### config.mk
export PLATFORM = sky130hd
export DESIGN_NAME = msx_mouse_port
export DESIGN_NICKNAME = d
export VERILOG_FILES = /design/src/rtl/msx_mouse_port.sv
export SDC_FILE = /design/constraint.sdc
export NUM_CORES = 1
export LEC_CHECK = 0
export CORE_ASPECT_RATIO = 0.75
export CORE_MARGIN = 4
export CORE_UTILIZATION = 25
export CTS_CLUSTER_DIAMETER = 150
export DETAILED_ROUTE_END_ITERATION = 8
export PLACE_DENSITY = 0.47
export SLEW_MARGIN = 10
export SYNTH_ARGS = -nofsm -noshare
export SYNTH_HDL_FRONTEND = slang
export SYNTH_SLANG_ARGS = --single-unit
export TNS_END_PERCENT = 30
### constraint.sdc
create_clock -name clk_sys -period 8.2 [get_ports clk_sys]
set_clock_uncertainty 0.1 [all_clocks]
set_input_delay 2.46 -clock clk_sys [delete_from_list [all_inputs] [get_ports clk_sys]]
set_output_delay 2.46 -clock clk_sys [all_outputs]
set_load 0.1 [all_outputs]
### src/rtl/msx_mouse_port.sv
// msx_mouse_port
//
// Drives the six pins of MSX general-purpose port A from either a host mouse
// or a digital joystick. The level pattern on port_o feeds the emsx core's
// pJoyA/pStra pins; the top level turns every port_o bit that is 1 into Z.
//
// Mouse motion from host packets is accumulated with saturation to an 8-bit
// signed range. The MSX reads it as four nibbles (X high, X low, Y high,
// Y low), advancing one nibble on every STR toggle. If STR stays quiet for
// TIMEOUT cycles, the sequence restarts at the X high nibble.
//
// Parameters:
//   TIMEOUT   - idle clk_sys cycles with no STR edge before the index restarts
//   INVERT_X  - 1: serve -dx (MSX X is positive-left); 0: serve dx unchanged
//
// Ports:
//   clk_sys       in   system clock, rising-edge logic
//   reset         in   synchronous reset, active-high
//   mouse_x       in   9-bit signed X delta of one host packet
//   mouse_y       in   9-bit signed Y delta, positive = up
//   mouse_flags   in   [0] left, [1] right button (active-high); rest ignored
//   mouse_strobe  in   one-cycle packet pulse
//   joy           in   active-high [0]R [1]L [2]D [3]U [4]A [5]B
//   stra          in   STR pin level from the core
//   port_o        out  pin levels, 1 = released, 0 = driven low
//   mouse_active  out  1 = mouse mode
//   nibble_idx    out  index of the next nibble to be served
//
// Handshake: mouse_strobe is a valid-only pulse. The port has no ready; a
// packet is always accepted in the cycle its strobe is high, and
// mouse_x/mouse_y/mouse_flags are only looked at in that cycle.

module msx_mouse_port #(
    parameter int TIMEOUT  = 100000,
    parameter bit INVERT_X = 1'b1
) (
    input  logic       clk_sys,
    input  logic       reset,
    input  logic [8:0] mouse_x,
    input  logic [8:0] mouse_y,
    input  logic [7:0] mouse_flags,
    input  logic       mouse_strobe,
    input  logic [5:0] joy,
    input  logic       stra,
    output logic [5:0] port_o,
    output logic       mouse_active,
    output logic [1:0] nibble_idx
);

    localparam int            TW       = $clog2(TIMEOUT + 1);
    localparam logic [TW-1:0] TMO_LOAD = TW'(TIMEOUT);
    localparam logic [TW-1:0] TMO_ONE  = TW'(1);

    typedef enum logic [1:0] {
        NIB_XH = 2'd0,
        NIB_XL = 2'd1,
        NIB_YH = 2'd2,
        NIB_YL = 2'd3
    } nib_t;

    nib_t             r_nib_state;
    nib_t             w_nib_next;

    logic             r_mouse_active;
    logic             r_stra_q;
    logic [5:0]       r_port;
    logic [7:0]       r_acc_x;
    logic [7:0]       r_acc_y;
    // The X high nibble is served straight from the accumulator at the
    // capture edge, so only the low half of the X snapshot is ever needed.
    logic [3:0]       r_snap_x_lo;
    logic [7:0]       r_snap_y;
    logic [TW-1:0]    r_tmo;

    logic             w_edge;
    logic             w_next_active;
    logic             w_adv;
    logic             w_snap;
    logic             w_tmo_expire;
    logic signed [9:0] w_mx;
    logic signed [9:0] w_dx;
    logic signed [9:0] w_dy;
    logic signed [9:0] w_base_x;
    logic signed [9:0] w_base_y;
    logic signed [9:0] w_sum_x;
    logic signed [9:0] w_sum_y;
    logic [3:0]       w_nibble;
    logic             w_unused_flags;

    assign w_unused_flags = ^mouse_flags[7:2];

    function automatic logic [7:0] sat8(input logic signed [9:0] v);
        if (v > 10'sd127) begin
            return 8'h7F;
        end else if (v < -10'sd128) begin
            return 8'h80;
        end else begin
            return v[7:0];
        end
    endfunction

    // Mode: a strobe always wins over a joystick press in the same cycle.
    assign w_next_active = mouse_strobe ? 1'b1 : ((|joy) ? 1'b0 : r_mouse_active);

    // An STR edge only advances the sequence if the port was already in mouse
    // mode and is staying there; leaving mouse mode takes precedence.
    assign w_edge       = stra ^ r_stra_q;
    assign w_adv        = w_edge && r_mouse_active && w_next_active;
    assign w_snap       = w_adv && (r_nib_state == NIB_XH);
    assign w_tmo_expire = r_mouse_active && w_next_active && !w_adv && (r_tmo == TMO_ONE);

    // Deltas in 10 bits so that negating -256 yields +256 before saturation.
    assign w_mx = {mouse_x[8], mouse_x};
    assign w_dx = INVERT_X ? -w_mx : w_mx;
    assign w_dy = {mouse_y[8], mouse_y};

    // At the capture edge the whole accumulator moves into the snapshot, so
    // acc - snap is zero and only a same-cycle delta remains.
    assign w_base_x = w_snap ? 10'sd0 : {{2{r_acc_x[7]}}, r_acc_x};
    assign w_base_y = w_snap ? 10'sd0 : {{2{r_acc_y[7]}}, r_acc_y};
    assign w_sum_x  = w_base_x + (mouse_strobe ? w_dx : 10'sd0);
    assign w_sum_y  = w_base_y + (mouse_strobe ? w_dy : 10'sd0);

    always_comb begin
        w_nibble = 4'hF;
        case (r_nib_state)
            NIB_XH:  w_nibble = r_acc_x[7:4];
            NIB_XL:  w_nibble = r_snap_x_lo;
            NIB_YH:  w_nibble = r_snap_y[7:4];
            NIB_YL:  w_nibble = r_snap_y[3:0];
            default: w_nibble = 4'hF;
        endcase
    end

    always_comb begin
        w_nib_next = r_nib_state;
        if (!w_next_active) begin
            w_nib_next = NIB_XH;
        end else if (w_adv) begin
            case (r_nib_state)
                NIB_XH:  w_nib_next = NIB_XL;
                NIB_XL:  w_nib_next = NIB_YH;
                NIB_YH:  w_nib_next = NIB_YL;
                default: w_nib_next = NIB_XH;
            endcase
        end else if (w_tmo_expire) begin
            w_nib_next = NIB_XH;
        end
    end

    always_ff @(posedge clk_sys) begin
        if (reset) begin
            r_nib_state <= NIB_XH;
        end else begin
            r_nib_state <= w_nib_next;
        end
    end

    always_ff @(posedge clk_sys) begin
        if (reset) begin
            r_mouse_active <= 1'b0;
            r_stra_q       <= stra;
            r_port         <= 6'h3F;
            r_acc_x        <= 8'h00;
            r_acc_y        <= 8'h00;
            r_snap_x_lo    <= 4'h0;
            r_snap_y       <= 8'h00;
            r_tmo          <= '0;
        end else begin
            r_stra_q       <= stra;
            r_mouse_active <= w_next_active;
            r_acc_x        <= sat8(w_sum_x);
            r_acc_y        <= sat8(w_sum_y);

            if (w_snap) begin
                r_snap_x_lo <= r_acc_x[3:0];
                r_snap_y    <= r_acc_y;
            end

            if (!w_next_active) begin
                r_port <= ~joy | {6{stra}};
                r_tmo  <= '0;
            end else begin
                if (mouse_strobe) begin
                    r_port[5:4] <= ~mouse_flags[1:0];
                end
                // Fresh entry into mouse mode shows released data pins until
                // the first nibble is served.
                if (!r_mouse_active) begin
                    r_port[3:0] <= 4'hF;
                end else if (w_adv) begin
                    r_port[3:0] <= w_nibble;
                end

                if (w_adv) begin
                    r_tmo <= TMO_LOAD;
                end else if (r_tmo != '0) begin
                    r_tmo <= r_tmo - TMO_ONE;
                end
            end
        end
    end

    assign port_o       = r_port;
    assign mouse_active = r_mouse_active;
    assign nibble_idx   = r_nib_state;

endmodule

==> flow_summary.json <==
{
  "status": "completed",
  "layout_common_cells": "dfxtp_1, nand2_1, nor2_1, clkdlybuf4s50_1, a21oi_1",
  "viasPerCell": 4.855,
  "ys_types": 63,
  "fillerInstances": 1468,
  "met2_usage_pct": 16.83,
  "avgRoutedWirePerCell_um": 13.25,
  "synth_top_area_share_pct": 30.76,
  "ys_warn_count": 0,
  "drc": 0,
  "synth_area_leaders": "dfxtp_1, ha_1, nand2_1",
  "ir_drop_uv": 94.21,
  "grt_pass1_wl_mm": 14.50,
  "crit_chain": "clkdlybuf4s50_1 -> or4_4 -> o31ai_4 -> nand3_4 -> and2_1 -> ha_1 -> inv_1 -> fa_1 -> nor2b_1 -> o31a_1 -> or2_2 -> nor3b_1 -> mux2i_1 -> nand3_1 -> o211a_1",
  "avgSynthCellArea_um2": 8.081,
  "io_buffers": 38,
  "totalWireLength_mm": 8.649,
  "powerDensity_nw_per_um2": 293.6,
  "antenna_left": 0,
  "ctsHtreeMaxLevel": 2,
  "root_buffer": "clkbuf_16",
  "syn_nets": 506,
  "hpwl_mm": 6.717,
  "period_needed_ns": 6.389,
  "holdBufCountCts": 0,
  "worst_pin_slew_ns": 1.004,
  "hold_ws_ns": 0.3514,
  "synthXorXnorAreaFrac_pct": 7.340,
  "yosysTopAreaCell": "dfxtp_1",
  "cts_buffers": 5,
  "drt-initial-drc-count": 166,
  "ys.flop_type": "dfxtp_1",
  "antenna_found_initial": 0,
  "antenna_cells": 0,
  "finalCritPeriodShare_pct": 77.91,
  "p_leak_nw": 1.651,
  "synth_compound_area_share_pct": 21.43,
  "critPathLaunchType": "input port",
  "drt-pass1-iter-count": 5,
  "rsz0062_at_grt": "no",
  "synthSimpleGateAreaFrac_pct": 26.63,
  "cts_tree": "yes",
  "slew_viol_final": 0,
  "cpPeakStageDelay_ns": 0.57,
  "final_common_cell": "dfxtp_1",
  "worstPathMaxFanout": 28,
  "gp_congestion": 0.7649,
  "syn_inst": 443,
  "cp-end-kind": "flip-flop",
  "ys_seq_area_share_pct": 30.76,
  "preCtsSetupSlack_ns": 1.477,
  "setup-tns-final_ns": 0,
  "core-area_um2": 13890,
  "num_rows": 37,
  "nets": 540,
  "ys_seq_elements": 55,
  "async_flop_share_pct": 0,
  "insertion_delay_ns": 0.29,
  "grt_pass1_vias": 3110,
  "hold_viol_final": 0,
  "synth-edff-count": 0,
  "crit_required_ns": 8.29,
  "synth_adder_area_share_pct": 9.857,
  "vias": 3170,
  "clkSinkCount": 55,
  "clockBufferDepth": 2,
  "cpMaxStageDelayCell": "or4_4",
  "hold_path_class": "flip-flop to flip-flop",
  "syn_area_um2": 3580,
  "synth.area.mux_share_pct": 0.2796,
  "critical_path_class": "input port to flip-flop",
  "cts_setup_buffers": 0,
  "die_h_um": 111.6,
  "clk_pin_slew_worst_paths_ns": 0.08,
  "drive_gt1_share_pct": 5.230,
  "grtUsageTotal_pct": 10.44,
  "grt_max_degree": 29,
  "io_pins": 45,
  "setup_viol": 0,
  "area_growth_pct": 20.13,
  "fin_ws_ns": 1.811,
  "use_met1_pct": 14.58,
  "gr-total-overflow": 0,
  "slew-limit-headroom_pct": 32.84,
  "gr-max-usage-layer": "met2",
  "worstPathArrival_ns": 6.48,
  "use_met3_pct": 1.180,
  "synth_top_family_by_area": "simple AND/OR/NAND/NOR gates",
  "start_util_pct": 25.77,
  "die-area_um2": 16320,
  "die_w_um": 146.2,
  "drv_cap": 0,
  "max_freq_mhz": 156.5,
  "cts_resized": 0
}
-- path summary, 6_finish.rpt --
kind / end / startpoint / cells after the start / slack (ns)
min: r_snap_y[6]$_SDFFE_PP0P_ / r_acc_y[6]$_SDFF_PP0_ / 2 / 0.35
min reg2reg: r_snap_y[6]$_SDFFE_PP0P_ / r_acc_y[6]$_SDFF_PP0_ / 2 / 0.35
max reg2reg: r_acc_y[7]$_SDFF_PP0_ / nibble_idx[1]$_SDFFE_PP0P_ / 15 / 4.15
max: r_acc_y[7]$_SDFF_PP0_ / joy[2] / 15 / 1.81
-- cell type report --
| class | instances | area (µm²) | area share, % |
|---|---|---|---|
| multi-input cells | 353 | 2346 | 54.55 |
| well taps | 175 | 219.0 | 5.092 |
| flip-flops and latches | 55 | 1101 | 25.60 |
| clock inverters | 3 | 27.53 | 0.6401 |
| repair buffers | 41 | 402.9 | 9.369 |
| inverters | 21 | 78.83 | 1.833 |
| clock buffers | 5 | 125.1 | 2.910 |
-- cells in the mapped netlist, types with 2 or more instances --
master and count:
or2_2 2, and3_1 4, or4_4 2, clkbuf_1 13
nor4_1 7, a211oi_1 5, nand3_1 8, nor3b_1 2
nor3_1 10, nand2b_1 9, o21ai_0 22, a21boi_0 2
o22ai_1 3, or3_1 7, nand2_1 51, nor2_1 38
fa_1 2, a222oi_1 4, inv_1 21, nor2b_1 5
a221o_1 4, o21a_1 5, o31ai_1 2, dfxtp_1 55
or4_1 4, xor2_1 12, nand4_1 2, a21o_1 2
a21oi_1 35, o211ai_1 3, ha_1 25, and2_1 25
o211a_1 3, o221ai_1 2, xnor2_1 13, a31oi_1 7
-- layer usage --
| layer | vias up | part of all wire (%) |
|---|---|---|
| li1 | 1648 | - |
| met1 | 1469 | 52 |
| met2 | 42 | 44 |
| met3 | 11 | 2.4 |
| met4 | 0 | 1.8 |
| met5 | - | 0 |
-- logic make-up (layout without fill, tap and decap cells) --
logic type                 Yosys count  count (layout)
adders and majority gates           27              27
buffers and inverters               35              70
xor gates and xnor gates            27              27
DFF                                 55              55
AOI/OAI and AO/OA                  114             114
and+or+nand+nor                    184             184
muxes                                1               1
-- registers in the layout, indices dropped and copies added, names as in the netlist --
| register | count |
|---|---|
| nibble_idx | 2 |
| r_acc_y | 8 |
| port_o | 6 |
| r_stra_q | 1 |
| r_tmo | 17 |
| r_snap_y | 8 |
| r_snap_x_lo | 4 |
| mouse_active | 1 |
| r_acc_x | 8 |
-- metrics by stage --
step | power, mW | cells | cell area, µm² | utilization, %
after detailed placement | 1.042 | 645 | 4148 | 29.86
after floorplan | 0.9040 | 443 | 3580 | -
after global placement | 1.030 | 645 | 4148 | 29.86
final | 1.263 | 653 | 4300 | 30.96
after global routing | 1.380 | 653 | 4300 | 30.96
after CTS | 1.270 | 653 | 4300 | 30.96
-- power by group --
part	total, mW	internal [mW]	leakage, nW	switching, mW
Clock	0.222	0.117	0.0723	0.105
Sequential	0.383	0.334	0.451	0.0482
Combinational	0.658	0.288	1.13	0.369
-- worst max-delay path: cells and delay by family --
kind / cells / cell delay [ns]
AND/OR/NAND/NOR: 7 / 2.08
AO/OA/AOI/OAI: 3 / 0.78
buffers and inverters: 2 / 0.51
adder cells (fa/ha/maj): 2 / 0.42
multiplexers: 1 / 0.23
No activity file was read; power rests on OpenSTA's default activity.
